<file path="src/rtl/traffic_pkg.sv">
// Shared definitions for the traffic light controller: state encoding,
// lamp patterns, timer interval selects and the registered output bundle.
package traffic_pkg;

    localparam int unsigned STATE_W = 3;
    localparam int unsigned LAMP_W  = 3;

    // State encoding
    localparam logic [STATE_W-1:0] ST_NS_GREEN  = 3'd0;
    localparam logic [STATE_W-1:0] ST_NS_YELLOW = 3'd1;
    localparam logic [STATE_W-1:0] ST_RED_A     = 3'd2;
    localparam logic [STATE_W-1:0] ST_EW_GREEN  = 3'd3;
    localparam logic [STATE_W-1:0] ST_EW_YELLOW = 3'd4;
    localparam logic [STATE_W-1:0] ST_RED_B     = 3'd5;
    localparam logic [STATE_W-1:0] ST_PED_WALK  = 3'd6;
    localparam logic [STATE_W-1:0] ST_FAULT     = 3'd7;

    typedef enum logic [STATE_W-1:0] {
        NS_GREEN  = ST_NS_GREEN,
        NS_YELLOW = ST_NS_YELLOW,
        RED_A     = ST_RED_A,
        EW_GREEN  = ST_EW_GREEN,
        EW_YELLOW = ST_EW_YELLOW,
        RED_B     = ST_RED_B,
        PED_WALK  = ST_PED_WALK,
        FAULT     = ST_FAULT
    } state_t;

    // Lamp vectors are {red, yellow, green}
    localparam logic [LAMP_W-1:0] LAMP_RED = 3'b100;
    localparam logic [LAMP_W-1:0] LAMP_YEL = 3'b010;
    localparam logic [LAMP_W-1:0] LAMP_GRN = 3'b001;

    localparam logic TIMER_LONG  = 1'b1;
    localparam logic TIMER_SHORT = 1'b0;

    typedef struct packed {
        logic [LAMP_W-1:0] ns;
        logic [LAMP_W-1:0] ew;
        logic              timer_select;
        logic              walk;
        logic              fault;
    } lamp_out_t;

    // Output pattern for a state; blink only matters in FAULT.
    function automatic lamp_out_t decode_outputs(input state_t st, input logic blink);
        lamp_out_t o;
        o.ns           = LAMP_RED;
        o.ew           = LAMP_RED;
        o.timer_select = TIMER_SHORT;
        o.walk         = 1'b0;
        o.fault        = 1'b0;
        case (st)
            NS_GREEN: begin
                o.ns           = LAMP_GRN;
                o.timer_select = TIMER_LONG;
            end
            NS_YELLOW: o.ns = LAMP_YEL;
            EW_GREEN: begin
                o.ew           = LAMP_GRN;
                o.timer_select = TIMER_LONG;
            end
            EW_YELLOW: o.ew = LAMP_YEL;
            PED_WALK: begin
                o.walk         = 1'b1;
                o.timer_select = TIMER_LONG;
            end
            FAULT: begin
                o.ns    = {1'b0, blink, 1'b0};
                o.ew    = {1'b0, blink, 1'b0};
                o.fault = 1'b1;
            end
            default: ;
        endcase
        return o;
    endfunction

endpackage

</file>
<file path="src/rtl/traffic_wdog.sv">
// Watchdog and blink source for the traffic light controller.
//   clk     : clock, rising edge
//   rst     : synchronous active-high reset (clears both counters)
//   kick    : clears the watchdog count
//   expired : watchdog count has reached WDOG_CYCLES (held until kicked)
//   blink   : bit BLINK_BIT of a free-running counter
module traffic_wdog #(
    parameter int unsigned WDOG_CYCLES = 1023,
    parameter int unsigned BLINK_BIT   = 4
) (
    input  logic clk,
    input  logic rst,
    input  logic kick,
    output logic expired,
    output logic blink
);

    localparam int unsigned CW = $clog2(WDOG_CYCLES + 1);
    localparam int unsigned BW = BLINK_BIT + 1;
    localparam logic [CW-1:0] WDOG_MAX = CW'(WDOG_CYCLES);

    logic [CW-1:0] r_cnt;
    logic [BW-1:0] r_blink_cnt;

    // Idle-cycle counter; saturates so a stuck timer keeps expired asserted
    always_ff @(posedge clk) begin
        if (rst) begin
            r_cnt <= '0;
        end else if (kick) begin
            r_cnt <= '0;
        end else if (r_cnt != WDOG_MAX) begin
            r_cnt <= r_cnt + CW'(1);
        end
    end

    // Free-running blink counter
    always_ff @(posedge clk) begin
        if (rst) begin
            r_blink_cnt <= '0;
        end else begin
            r_blink_cnt <= r_blink_cnt + BW'(1);
        end
    end

    assign expired = (r_cnt == WDOG_MAX);
    assign blink   = r_blink_cnt[BLINK_BIT];

endmodule

</file>
<file path="src/rtl/traffic_light_fsm.sv">
// Two-road traffic light controller with watchdog fault mode.
// Optional pedestrian phase enabled by defining PED_REQ_EN.
//   clk          : clock, rising edge
//   rst          : synchronous active-high reset (enters RED_B)
//   done_pulse   : end of current interval from traffic_timer
//   ped_req      : pedestrian request (ignored without PED_REQ_EN)
//   timer_select : 1 = long interval, 0 = short interval
//   ns_light     : north-south lamps {red, yellow, green}
//   ew_light     : east-west lamps {red, yellow, green}
//   walk         : pedestrian walk lamp
//   fault        : high while in FAULT
// All outputs are registered.
module traffic_light_fsm
    import traffic_pkg::*;
#(
    parameter int unsigned WDOG_CYCLES = 1023,
    parameter int unsigned BLINK_BIT   = 4
) (
    input  logic              clk,
    input  logic              rst,
    input  logic              done_pulse,
    input  logic              ped_req,
    output logic              timer_select,
    output logic [LAMP_W-1:0] ns_light,
    output logic [LAMP_W-1:0] ew_light,
    output logic              walk,
    output logic              fault
);

    state_t    r_state;
    state_t    w_state_nxt;
    lamp_out_t r_out;
    lamp_out_t w_out_nxt;
    logic      w_kick;
    logic      w_expired;
    logic      w_blink;
    logic      w_ped_go;
    logic      w_walk_to_ew;

    traffic_wdog #(
        .WDOG_CYCLES (WDOG_CYCLES),
        .BLINK_BIT   (BLINK_BIT)
    ) u_wdog (
        .clk     (clk),
        .rst     (rst),
        .kick    (w_kick),
        .expired (w_expired),
        .blink   (w_blink)
    );

    // State and output registers
    always_ff @(posedge clk) begin
        if (rst) begin
            r_state <= RED_B;
            r_out   <= decode_outputs(RED_B, 1'b0);
        end else begin
            r_state <= w_state_nxt;
            r_out   <= w_out_nxt;
        end
    end

    // Next state and next outputs; watchdog expiry wins over done_pulse
    always_comb begin
        w_state_nxt = r_state;
        if (r_state != FAULT) begin
            if (w_expired) begin
                w_state_nxt = FAULT;
            end else if (done_pulse) begin
                case (r_state)
                    NS_GREEN:  w_state_nxt = NS_YELLOW;
                    NS_YELLOW: w_state_nxt = RED_A;
                    RED_A:     w_state_nxt = w_ped_go ? PED_WALK : EW_GREEN;
                    EW_GREEN:  w_state_nxt = EW_YELLOW;
                    EW_YELLOW: w_state_nxt = RED_B;
                    RED_B:     w_state_nxt = w_ped_go ? PED_WALK : NS_GREEN;
                    PED_WALK:  w_state_nxt = w_walk_to_ew ? EW_GREEN : NS_GREEN;
                    default:   w_state_nxt = r_state;
                endcase
            end
        end
        w_out_nxt = decode_outputs(w_state_nxt, w_blink);
        w_kick    = done_pulse || (w_state_nxt != r_state);
    end

`ifdef PED_REQ_EN
    logic r_ped;
    logic r_ped_to_ew;

    // Pedestrian latch; a request on the walk-entry edge re-arms it
    always_ff @(posedge clk) begin
        if (rst) begin
            r_ped       <= 1'b0;
            r_ped_to_ew <= 1'b0;
        end else if ((w_state_nxt == PED_WALK) && (r_state != PED_WALK)) begin
            r_ped       <= ped_req;
            r_ped_to_ew <= (r_state == RED_A);
        end else if (ped_req) begin
            r_ped <= 1'b1;
        end
    end

    assign w_ped_go     = r_ped;
    assign w_walk_to_ew = r_ped_to_ew;
    assign walk         = r_out.walk;
`else
    logic w_unused_ped;
    logic w_unused_walk;

    assign w_ped_go      = 1'b0;
    assign w_walk_to_ew  = 1'b0;
    assign w_unused_ped  = ped_req;
    assign w_unused_walk = r_out.walk;
    assign walk          = 1'b0;
`endif

    assign timer_select = r_out.timer_select;
    assign ns_light     = r_out.ns;
    assign ew_light     = r_out.ew;
    assign fault        = r_out.fault;

endmodule

</file>
<file path="config.mk">
export PLATFORM = sky130hd
export DESIGN_NAME = traffic_light_fsm
export DESIGN_NICKNAME = d
export VERILOG_FILES = /design/src/rtl/traffic_pkg.sv /design/src/rtl/traffic_wdog.sv /design/src/rtl/traffic_light_fsm.sv
export SDC_FILE = /design/constraint.sdc
export NUM_CORES = 1
export LEC_CHECK = 0
export ABC_AREA = 1
export CORE_MARGIN = 3
export CORE_UTILIZATION = 60
export CTS_CLUSTER_DIAMETER = 60
export DETAILED_ROUTE_END_ITERATION = 10
export DONT_BUFFER_PORTS = 1
export GPL_TIMING_DRIVEN = 0
export PLACE_DENSITY = 0.86
export SYNTH_ARGS = -nofsm -noshare
export SYNTH_HDL_FRONTEND = slang
export SYNTH_SLANG_ARGS = --single-unit
</file>
<file path="constraint.sdc">
create_clock -name clk -period 1.55 [get_ports clk]
set_input_delay 0.3875 -clock clk [delete_from_list [all_inputs] [get_ports clk]]
set_output_delay 0.3875 -clock clk [all_outputs]
set_load 0.02 [all_outputs]
</file>
==> flow_summary.yaml <==
outcome:
  status: "completed"
route:
  drc_errors: 0
  ant_nets: 0
  drt_iter0_markers: 11
  vias: 1027
  dr.pass1.iters: 4
  wirelength_um: 2480
  avgRoutedWirePerCell_um: 12.7
  via_per_inst: 5.24
setup_path:
  startpoint_type: "flop"
  worstPathMaxFanout: 5
  slowest_stage: "dfxtp_2"
  required_ps: 1820
  path_class: "flop to flop"
  cp-end-kind: "flop"
  crit_arrival_ps: 1780
  critical-path-max-stage-delay_ps: 360
  crit_path_cell_trace: "ha_4 > inv_4 > nor2_4 > nand3_4 > buf_12 > nand2_1 > o21ai_2 > nand2_4 > nor2_2"
cells_and_area:
  nets: 178
  area_growth_pct: 16.5
  final_common_cell: "nand2_1"
  instances_no_fill: 196
  drive_above_1_share_pct: 28.1
  final_cell_mix: "nand2_1 (35), dfxtp_1 (24), nor2_1 (16), inv_1 (14), nor2_2 (9)"
  insertedDiodeCount: 0
power_and_ir_drop:
  ir_worst_vdd_uv: 792
  powerDensity_nw_per_um2: 984
  p_leak_nw: 0.633
timing:
  final.setup.tns_ps: 0
  setup_violations: 0
  min_period_over_period_pct: 97.3
  maxSlewViolCount: 0
  min_period_ps: 1510
  fmax_mhz: 663
  rsz0062_at_grt: "true"
  hold_violations: 0
  skew_ps: 7.13
die:
  core_area_um2: 1860
  die_w_um: 51.8
  start_util_pct: 67.7
  rows: 15
  die_area_um2: 2680
  ios: 13
  die_h_um: 51.8
clock_network:
  cts_buffer_depth: 2
  cts_tree: "yes"
  cts_buffers: 3
  clk_pin_slew_worst_paths_ps: 140
  htreeDepth: 1
  clk_latency_ps: 330
  cts-root-buf: "clkbuf_4"
  cts.sinks: 26
flow_run:
  max-cap-violations: 0
synth:
  syn-num-nets: 166
  seq_area_frac_synth_pct: 41.4
  syn_avg_cell_area_um2: 7.87
  synth_seq_cells: 26
  synth_cell_types: 28
  syn_area_um2: 1260
  yosysWarningCount: 0
  syn-instance-count: 160
place:
  dp.final_hpwl_um: 1620
  dpl.cell_count: 185
  port-buffer-count: 0
  gp_congestion: 0.818
global_route:
  grt_pass1_wl_um: 3910
  grt.overflow.total: 0
  first_global_vias: 998
  grt_max_degree: 16
  gr-usage-all-layers_pct: 19.7
  grt_antenna_before_repair: 0
hold_path:
  hp-class: "input port to flop"
critical path: cells and delay by family, from the launching register on:
family,cells,cell delay (ps)
compound gates,1,270
flops,1,360
simple gates,5,450
buf+inv,2,190
fa+ha+maj,1,160
cells by family after synthesis:
family | after synthesis | share of synthesized area, %
compound gates | 15 | 6.96
xor+xnor | 7 | 4.87
fa+ha+maj | 2 | 1.99
buf+inv | 25 | 9.05
flops | 26 | 41.4
other cells | 1 | 0.298
simple gates | 84 | 35.5
layer usage:
metal | vias up | track usage, % | wire (um)
met5 | - | 0 | 0
met4 | 0 | 5.68 | 24
met3 | 5 | 6.30 | 75
met2 | 17 | 37.1 | 1370
met1 | 488 | 20.6 | 1010
li1 | 517 | - | -
state kept, by name (all words and copies together), names as in the netlist:
| register | flops |
|---|---|
| ew_light | 3 |
| fault | 1 |
| ns_light | 3 |
| r_state | 3 |
| timer_select | 1 |
| u_wdog.r_blink_cnt | 5 |
| u_wdog.r_cnt | 10 |
final timing paths:
| kind | start | slack, ps | depth (start not counted) | to |
|---|---|---|---|---|
| hold reg to reg | u_wdog.r_blink_cnt[0] | 470 | 1 | u_wdog.r_blink_cnt[0] |
| setup reg to reg | u_wdog.r_cnt[1] | 40 | 9 | u_wdog.r_cnt[9] |
| setup / recovery | u_wdog.r_cnt[1] | 40 | 9 | u_wdog.r_cnt[9] |
| hold / removal | done_pulse | 350 | 4 | r_state[1] |
report_power, final:
part / internal [W] / leakage [nW] / total [W] / switching, W
registers: 0.000706 / 0.213 / 0.000758 / 0.0000524
clock network: 0.000262 / 0.0279 / 0.000462 / 0.000200
logic: 0.0000843 / 0.392 / 0.000222 / 0.000138
total: 0.00105 / 0.633 / 0.00144 / 0.000390
stage by stage:
step / setup WS, ps / instance area, um2 / total power (W) / hold slack [ps] / utilization [%]
floorplan: 156 / 1260 / 0.000916 / 418 / -
global placement: 49.7 / 1290 / 0.000939 / 430 / 69.4
detailed placement: -13.9 / 1290 / 0.000951 / 453 / 69.4
CTS: 10.8 / 1370 / 0.00142 / 341 / 73.7
global route: -47.8 / 1470 / 0.00151 / 378 / 78.9
finish: 42.1 / 1470 / 0.00144 / 350 / 78.9
area by class of cell:
type	count	area, um2
multi-input combinational	110	668
sequential	26	523
clock buffer	3	22.5
fill	129	392
inverter	22	85.1
buffer	3	31.3
timing repair buffer	6	75.1
clock inverter	1	30.0
tap	25	31.3
what timing repair did:
action                                 CTS  global route
endpoints found under the hold margin    0             0
hold buffers                             0             0
setup buffers                            1             4
pin swaps                                2             6
gates resized for setup                  3             6
setup endpoints to repair               11            15
gates cloned                             1             1
synth_stat cells:
cell      number  area share, %
a21oi_1        4            1.6
a21oi_2        1           0.70
a31oi_1        1           0.50
and2_0         1           0.50
buf_12         1            1.6
buf_4          1           0.60
clkbuf_1       1           0.30
clkinv_1       1           0.30
conb_1         1           0.30
dfxtp_1       26             41
ha_1           2            2.0
inv_1         14            4.2
inv_2          7            2.1
nand2_1       35             10
nand2_2        2           0.99
nand2_4        3            2.7
nand3_1        7            2.8
nand3_2        2            1.6
nand3_4        2            2.8
nand4_1        1           0.50
nor2_1        16            4.8
nor2_2        10            5.0
nor2_4         3            2.7
nor3_1         2           0.80
o21ai_0        7            2.8
o21ai_2        2            1.4
xnor2_1        2            1.4
xor2_1         5            3.5
No activity file was read; power rests on OpenSTA's default activity.
